### config.mk
export PLATFORM = sky130hd
export DESIGN_NAME = tap_tempo_meter
export DESIGN_NICKNAME = d
export VERILOG_FILES = /design/src/rtl/tap_tempo_meter_pkg.sv /design/src/rtl/tap_conditioner.sv /design/src/rtl/tap_tempo_meter.sv
export SDC_FILE = /design/constraint.sdc
export NUM_CORES = 1
export LEC_CHECK = 0
export ABC_CLOCK_PERIOD_IN_PS = 4560
export CORE_ASPECT_RATIO = 1.25
export CORE_MARGIN = 2
export CORE_UTILIZATION = 55
export DETAILED_ROUTE_END_ITERATION = 16
export HOLD_SLACK_MARGIN = 0.15
export PLACE_DENSITY_LB_ADDON = 0.15
export SLEW_MARGIN = 15
export SYNTH_ARGS = -nofsm -noshare
export SYNTH_HDL_FRONTEND = slang
export SYNTH_SLANG_ARGS = --single-unit
### constraint.sdc
create_clock -name before_clk -period 4.56 [get_ports before_clk]
set_clock_uncertainty 0.15 [all_clocks]
set_input_delay 0.912 -clock before_clk [delete_from_list [all_inputs] [get_ports before_clk]]
set_output_delay 0.912 -clock before_clk [all_outputs]
set_load 0.01 [all_outputs]
### src/rtl/tap_tempo_meter_pkg.sv
// Shared constants and FSM encoding for the tap-tempo meter and the tempo divider.
package tap_tempo_meter_pkg;

  localparam int TTM_DEFAULT_CNT = 99;
  localparam int TTM_CNT_MIN     = 4;
  localparam int TTM_LOCKOUT     = 8;

  typedef enum logic {
    IDLE  = 1'b0,
    ARMED = 1'b1
  } ttm_state_e;

endpackage

### src/rtl/tap_conditioner.sv
// Synchronizes the raw tap button, detects rising edges and applies a debounce
// lockout, emitting a single-cycle tap_pulse per accepted press.
module tap_conditioner
  import tap_tempo_meter_pkg::*;
#(
  parameter int LOCKOUT = TTM_LOCKOUT
) (
  input  logic before_clk,
  input  logic rstn,
  input  logic tap,
  input  logic en,
  output logic tap_pulse
);

  localparam int LOCK_W = $clog2(LOCKOUT + 1);
  localparam logic [LOCK_W-1:0] LOCK_LOAD = LOCK_W'(LOCKOUT);

  logic              sync1;
  logic              sync2;
  logic              sync3;
  logic              tap_edge;
  logic [LOCK_W-1:0] lockout;

  assign tap_edge  = sync2 & ~sync3;
  assign tap_pulse = tap_edge & en & (lockout == '0);

  // NOTE: state registers use non-blocking assignments so every flop samples
  // the pre-edge value of its neighbour; blocking here would collapse the
  // synchronizer chain into a single flop.
  always_ff @(posedge before_clk or negedge rstn) begin
    if (!rstn) begin
      sync1   <= 1'b0;
      sync2   <= 1'b0;
      sync3   <= 1'b0;
      lockout <= '0;
    end else begin
      sync1 <= tap;
      sync2 <= sync1;
      sync3 <= sync2;
      if (tap_pulse) begin
        lockout <= LOCK_LOAD;
      end else if (lockout != '0) begin
        lockout <= lockout - LOCK_W'(1);
      end
    end
  end

endmodule

### src/rtl/tap_tempo_meter.sv
// Measures the spacing of accepted taps, keeps a rolling history and converts
// the averaged interval into the half-period count used by the tempo divider.
module tap_tempo_meter
  import tap_tempo_meter_pkg::*;
#(
  parameter int IVL_W       = 10,
  parameter int AVG_LOG2    = 2,
  parameter int LOCKOUT     = TTM_LOCKOUT,
  parameter int CNT_MIN     = TTM_CNT_MIN,
  parameter int DEFAULT_CNT = TTM_DEFAULT_CNT
) (
  input  logic             before_clk,
  input  logic             rstn,
  input  logic             tap,
  input  logic [2:0]       state,
  input  logic [2:0]       line1,
  output logic [IVL_W-2:0] cnt_max,
  output logic             cnt_valid,
  output logic             cnt_update,
  output logic             tap_ack
);

  localparam int DEPTH = 1 << AVG_LOG2;
  localparam int SUM_W = IVL_W + AVG_LOG2;
  localparam int CNT_W = IVL_W - 1;

  localparam logic [IVL_W-1:0]    IVL_MAX   = '1;
  localparam logic [IVL_W-1:0]    IVL_ONE   = IVL_W'(1);
  localparam logic [AVG_LOG2:0]   FILL_FULL = (AVG_LOG2 + 1)'(DEPTH);
  localparam logic [AVG_LOG2:0]   FILL_ONE  = (AVG_LOG2 + 1)'(1);
  localparam logic [CNT_W-1:0]    CNT_FLOOR = CNT_W'(CNT_MIN);
  localparam logic [CNT_W-1:0]    CNT_RESET = CNT_W'(DEFAULT_CNT);

  logic             en;
  logic             tap_pulse;
  ttm_state_e       fsm_q;
  ttm_state_e       fsm_d;
  logic [IVL_W-1:0] ivl;
  logic [IVL_W-1:0] ivl_d;
  logic             push;
  logic             flush;
  logic [IVL_W-1:0] hist [DEPTH];
  logic [AVG_LOG2:0] fill;
  logic             calc_pending;
  logic             calc_fire;
  logic [SUM_W-1:0] sum;
  logic [CNT_W-1:0] half;
  logic [CNT_W-1:0] raw;
  logic [CNT_W-1:0] cnt_next;

  assign en = (state < line1);

  tap_conditioner #(
    .LOCKOUT (LOCKOUT)
  ) u_cond (
    .before_clk (before_clk),
    .rstn       (rstn),
    .tap        (tap),
    .en         (en),
    .tap_pulse  (tap_pulse)
  );

  // NOTE: every signal driven here gets a default before any branch so that
  // no path leaves it unassigned, which would otherwise infer a latch.
  always_comb begin
    fsm_d = fsm_q;
    ivl_d = ivl;
    push  = 1'b0;
    flush = 1'b0;
    if (!en) begin
      fsm_d = IDLE;
      flush = 1'b1;
    end else begin
      case (fsm_q)
        IDLE: begin
          if (tap_pulse) begin
            fsm_d = ARMED;
            ivl_d = IVL_ONE;
          end
        end
        ARMED: begin
          // A tap landing on the timeout cycle is discarded with the history.
          if (ivl == IVL_MAX) begin
            fsm_d = IDLE;
            flush = 1'b1;
          end else if (tap_pulse) begin
            push  = 1'b1;
            ivl_d = IVL_ONE;
          end else begin
            ivl_d = ivl + IVL_ONE;
          end
        end
        default: fsm_d = IDLE;
      endcase
    end
  end

  always_ff @(posedge before_clk or negedge rstn) begin
    if (!rstn) begin
      fsm_q <= IDLE;
      ivl   <= '0;
    end else begin
      fsm_q <= fsm_d;
      ivl   <= ivl_d;
    end
  end

  // NOTE: the history is reset explicitly because a partial refill after a
  // flush must never average in stale intervals.
  always_ff @(posedge before_clk or negedge rstn) begin
    if (!rstn) begin
      for (int i = 0; i < DEPTH; i++) hist[i] <= '0;
      fill         <= '0;
      calc_pending <= 1'b0;
    end else begin
      if (flush) begin
        for (int i = 0; i < DEPTH; i++) hist[i] <= '0;
        fill <= '0;
      end else if (push) begin
        hist[0] <= ivl;
        for (int i = 1; i < DEPTH; i++) hist[i] <= hist[i-1];
        if (fill != FILL_FULL) fill <= fill + FILL_ONE;
      end
      calc_pending <= push && (fill >= FILL_FULL - FILL_ONE);
    end
  end

  always_comb begin
    sum = '0;
    for (int i = 0; i < DEPTH; i++) sum = sum + SUM_W'(hist[i]);
  end

  // avg >> 1 folded into a single shift of the sum.
  assign half      = CNT_W'(sum >> (AVG_LOG2 + 1));
  assign raw       = (half == '0) ? '0 : half - CNT_W'(1);
  assign cnt_next  = (raw < CNT_FLOOR) ? CNT_FLOOR : raw;
  assign calc_fire = calc_pending & en;

  always_ff @(posedge before_clk or negedge rstn) begin
    if (!rstn) begin
      cnt_max    <= CNT_RESET;
      cnt_valid  <= 1'b0;
      cnt_update <= 1'b0;
      tap_ack    <= 1'b0;
    end else begin
      tap_ack    <= tap_pulse;
      cnt_update <= calc_fire;
      if (calc_fire) begin
        cnt_max   <= cnt_next;
        cnt_valid <= 1'b1;
      end
    end
  end

endmodule

Word level (Yosys, flattened, before mapping)
Index checks and enable logic that the tools add are counted.
W data, S select, Z words.

storage, ports and cells
  register bits = 74
  input port bits = 9
  output and inout port bits = 12
  word-level logic and storage cells = 68

cells by class
  $add $sub $neg = 7
  order comparisons = 3
  equal/unequal tests = 4
  multiplexer cells = 23
  bitwise gates (word level) = 6
  reductions and logical operators = 9

operators by type and width
  cell                     number
  $mux W40                 2
  $mux W10                 3
  $pmux W10 S2             1
  $mux W9                  2
  $add A11 B10 Y12         1
  $add A12 B10 Y12         1
  $add A10 B10 Y11         1
  $add A10 B1 Y10 const B  1
  $eq A10 B10 Y1 const B   1
  $logic_not A9 Y1         1
  $lt A9 B3 Y1 const B     1
  $mux W1                  9
  $mux W3                  3
  $sub A9 B1 Y9 const B    1
  $mux W4                  2
  $reduce_bool A2 Y1       3
  $and A1 B1 Y1            4
  $logic_not A4 Y1         1
  $ne A2 B2 Y1 const B     2
  $reduce_bool A4 Y1       1
  $sub A4 B1 Y4 const B    1
  $add A3 B1 Y3 const B    1
  $ge A3 B2 Y1 const B     1
  $lt A3 B3 Y1             1
  6 further kinds          7

Longest topological paths before layout
  word-level depth = 10
  mapped depth = 15
  gate-level depth less buffers = 15

Hierarchy
From an unflattened synthesis, not the netlist that was laid out.

unflattened totals
  cells, all modules = 484
  area total of the unflattened synthesis = 4414.2 µm²

by module, submodules not included
  module           times used  cells an instance  area an instance (µm²)  sequential area each (µm²)
  tap_tempo_meter  1           460                4108.9                  1681.6
  tap_conditioner  1           24                 305.3                   175.2

Worst setup path before layout
Ideal clock, no wire load.

  path type = register to register
  from = register hist[2] in the netlist's numbering
  to = register cnt_max[2]
  library setup time = 0.128 ns
  arrival time = 3.399 ns
  required time = 4.282 ns
  slack = 0.883 ns
  stages on the path, launching flop included = 16
  path buffers = 0
  clock period less this slack = 3.677 ns
  cells stage by stage = dfrtp_1 inv_1 fa_1 inv_1 fa_1 ha_1 and4bb_2 o21ai_0 nand2_1 xnor2_1 ha_1 nand3_2 nor3b_4 nand3_1 a21oi_1 a211oi_2

between the ends
  cells in the longest elaborated chain, start to end = 5
  elaborated cells on any way between the ends = 6
  those cells by class = add/sub: 2; order compare: 1; mux: 2; reduce/logical: 1

RTL lines
  element                                                   line                    RTL
  start: declaration                                        tap_tempo_meter.sv:42   logic [IVL_W-1:0] hist [DEPTH];
  $add A12 B10 Y12 *                                        tap_tempo_meter.sv:130  for (int i = 0; i < DEPTH; i++) sum = sum + SUM_W'(hist[i]);
  $sub A9 B1 Y9 / $logic_not A9 Y1 (equally long branches)  tap_tempo_meter.sv:135  assign raw = (half == '0) ? '0 : half - CNT_W'(1);
  $mux W9 *                                                 tap_tempo_meter.sv:135
  $lt A9 B3 Y1                                              tap_tempo_meter.sv:136  assign cnt_next = (raw < CNT_FLOOR) ? CNT_FLOOR : raw;
  $mux W9 *                                                 tap_tempo_meter.sv:136
  end signal: assignment                                    tap_tempo_meter.sv:149  cnt_max <= cnt_next;
  end: declaration                                          tap_tempo_meter.sv:17   output logic [IVL_W-2:0] cnt_max,

Every way passes the cells marked *; elsewhere a longest branch is shown, timed or not.
A chain may end at the register's enable or synchronous reset.

Worst setup path after layout
Ends and elaborated chain as after synthesis.

==> results.sh <==
export IMPL_grt_usage=0.2018
export IMPL_hold_end="u_cond.sync2"
export IMPL_reg2reg_from="hist[2]"
export IMPL_rsz0062_at_grt="no"
export IMPL_post_route_period_util=0.8628
export IMPL_p_leak_nw=2.200
export IMPL_slew_headroom=0.3862
export IMPL_switchingPower_mw=0.3633
export IMPL_vias_per_cell=5.439
export IMPL_worstHoldStart="u_cond.sync1"
export IMPL_min_delay_path_class="reg -> reg"
export IMPL_clk_latency_ns=0.36
export IMPL_r2r_cells=15
export IMPL_cts_sinks=74
export IMPL_fillers=658
export IMPL_place_congestion=0.8959
export IMPL_status="complete, no violations"
export IMPL_r2r_end="cnt_max[2]"
export IMPL_cp_start_kind="register"
export IMPL_cp_data_required_time_ns=4.65
export IMPL_antenna_left=0
export IMPL_r2r_slack_ns=0.63
export IMPL_seqPwrFrac=0.522
export IMPL_hold_buffers=0
export IMPL_muxShareOfSynthArea=0.007328
export IMPL_num_antenna_cells=0
export IMPL_drtPass1Iterations=4
export IMPL_crit_slowest_cell="fa_1"
export IMPL_yosys_area_share_simple=0.1925
export IMPL_start_util=0.5664
export IMPL_cts_resized=0
export IMPL_critPathTopFamily="adder cells"
export IMPL_area_delta_synth_final_pct=10.57
export IMPL_cts_max_path_buffers=2
export IMPL_final_hold_violation_count=0
export IMPL_nNetsFinal=542
export IMPL_cp_cell_sequence="inv_1 > fa_1 > inv_1 > fa_1 > ha_1 > and4bb_2 > o21ai_0 > nand2_1 > xnor2_1 > ha_1 > nand3_2 > nor3b_4 > nand3_1 > a21oi_1 > a211oi_2"
export IMPL_synth_edff_count=0
export IMPL_post_cts_repair_setup_buffers=0
export IMPL_critical_path_max_fanout=5
export IMPL_dieWidth_um=84.36
export IMPL_synth_compound_area_frac=0.1511
export IMPL_hold_depth=0
export IMPL_die_h_um=104.4
export IMPL_yosysTopAreaCellShare=0.3946
export IMPL_clk_root_buffer_cell="clkbuf_8"
export IMPL_p_sw_frac=0.2696
export IMPL_avgSynthCellArea_um2=9.172
export IMPL_num_vias=3247
export IMPL_die_area_um2=8810
export IMPL_synthAdderAreaFrac=0.1336
export IMPL_path_depth=15
export IMPL_synth_xor_area_frac=0.01747
export IMPL_max_vdd_ir_drop_v=0.0002871
export IMPL_gr_total_overflow=0
export IMPL_comb_power_share=0.085
export IMPL_final_util=0.6263
export IMPL_drc_errors=0
export IMPL_path_clk_slew_ns=0.09
export IMPL_antenna_found_initial=0
export IMPL_yosysTopAreaCell="dfrtp_1"
export IMPL_cp_num_buf_inv=2
export IMPL_drt_iter0_drc=140
export IMPL_routed_wirelength_um=8050
export IMPL_core_um2=7838
export IMPL_first_global_vias=3259
export IMPL_drive_above_1_share=0.08167
export IMPL_synth_cell_type_count=61
export IMPL_p_int_mw=0.9845
export IMPL_synth_top_flop_cell="dfrtp_1"
export IMPL_synth_area_um2=4439
export IMPL_cts_tree="done"
export IMPL_max_stage_delay_ns=0.53
export IMPL_io_pins=21
export IMPL_synth_nets=529
export IMPL_period_needed_ns=3.934
export IMPL_synth_area_leaders="dfrtp_1 39%, fa_1 8.6%, o21ai_0 6.1%, inv_1 5.9%, nand3_1 5.7%"
export IMPL_hpwl_um=5680
export IMPL_drv_slew=0
export IMPL_grt_pass1_wl_um=14350
export IMPL_synth_top_family_by_area="simple AND/OR/NAND/NOR gates"
export IMPL_synth_seq_cells=74
export IMPL_yosys_warnings=0
export IMPL_ys_seq_area_frac=0.4183
export IMPL_worst_pin_slew_ns=0.9207
export IMPL_clkPwrFrac=0.392
export IMPL_drv_cap=0
export IMPL_cp_startpoint="hist[2]"
export IMPL_worstSetupPathType="reg -> reg"
export IMPL_std_cell_rows=36
export IMPL_cts_made_buffers=9
export IMPL_finalSetupViolations=0
export IMPL_arrival_ns=4.02
export IMPL_grt_max_degree=75
export IMPL_setup_tns_ns=0
export IMPL_end_kind="register"
export IMPL_detail_route_wl_per_cell_um=13.48
export IMPL_synthArstFlopShare=1.000
export IMPL_htreeDepth=3
export IMPL_max_freq_mhz=254.2
export IMPL_power_density_nw_per_um2=274.6
export IMPL_synthCells=484
export IMPL_io_buffer_count=20
-- placed cells by master (no fill, tap or decap), types with 17 or more instances in the layout --
master,count
nand3_1,50
fa_1,19
nand2_1,45
nor2_1,26
inv_1,70
ha_1,17
dfrtp_1,70
clkdlybuf4s50_1,19
o21ai_0,54
-- per-stage QoR --
step           hold WS (ns)  instance area (µm²)  instances  setup WS [ns]  total power [mW]
3_3_place_gp         0.1823                 4707        581         0.7093            0.8281
5_1_grt              0.2210                 4908        597         0.2486             1.414
4_1_cts              0.2062                 4908        597         0.6177             1.361
2_1_floorplan        0.1812                 4439        484         0.8826            0.7908
3_5_place_dp         0.1856                 4707        581         0.6439            0.8343
6_report             0.2049                 4908        597         0.6257             1.348
-- flip-flops by register name, summed over array words and instances, names as in the netlist --
name / cells
cnt_update: 1
hist: 40
tap_ack: 1
fill: 3
calc_pending: 1
u_cond.sync2: 1
u_cond.sync3: 1
cnt_valid: 1
cnt_max: 9
ivl: 10
u_cond.lockout: 4
u_cond.sync1: 1
fsm_q: 1
-- routing by layer --
| metal | global-route usage | wire (µm) | vias to the layer above |
|---|---|---|---|
| met5 | 0 | 0 | - |
| met4 | 0.06916 | 149 | 0 |
| met3 | 0.05476 | 222 | 12 |
| met2 | 0.3345 | 3990 | 43 |
| met1 | 0.2551 | 3687 | 1551 |
| li1 | - | - | 1641 |
-- power groups by stage --
stage	Clock, mW	Sequential, mW	Combinational [mW]
after floorplan	0	0.711	0.0795
after global placement	0	0.715	0.113
after detailed placement	0	0.716	0.118
after CTS	0.539	0.703	0.119
after global routing	0.571	0.709	0.135
final	0.529	0.704	0.115
-- cell type report --
class                      count  area (µm²)  area share
clock inverter                 7       77.57     0.01580
clock buffer                   9       123.9     0.02524
tap                           95       118.9     0.02422
inverter                      71       266.5     0.05430
timing repair buffer          23       220.2     0.04486
sequential                    74        1857      0.3783
multi-input combinational    318        2245      0.4573
-- logic make-up (layout without fill, tap and decap cells) --
logic type	count (synthesis)	in the layout
mux	3	3
fa+ha+maj	36	36
compound gates	102	102
xor+xnor	8	8
buf+inv	92	110
simple gates	169	169
flops	74	74
-- worst register-to-register path: stages (launching register included) --
cell and delay, ns:
dfrtp_1 0.35, inv_1 0.06, fa_1 0.53, inv_1 0.05, fa_1 0.46, ha_1 0.31, and4bb_2 0.28, o21ai_0 0.26
nand2_1 0.11, xnor2_1 0.15, ha_1 0.22, nand3_2 0.14, nor3b_4 0.27, nand3_1 0.19, a21oi_1 0.21, a211oi_2 0.08
-- synth_stat cells (5+ instances only) --
master and number:
clkbuf_1 18, dfrtp_1 70, a211oi_1 5, nor3_1 6, nand3_1 51, nand2_1 45
nand2b_1 9, a21oi_1 9, and3_1 6, inv_1 70, fa_1 19, nor2_1 26
o21ai_0 54, ha_1 17, a21o_1 5
-- worst max path at each step --
| stage | to | slack, ns |
|---|---|---|
| 2_1_floorplan | cnt_max[2] | 0.88 |
| 3_3_place_gp | cnt_max[2] | 0.71 |
| 3_5_place_dp | cnt_max[2] | 0.64 |
| 4_1_cts | cnt_max[2] | 0.62 |
| 5_1_grt | cnt_max[2] | 0.25 |
| 6_report | cnt_max[2] | 0.63 |
(Power assumes the default switching activity.)
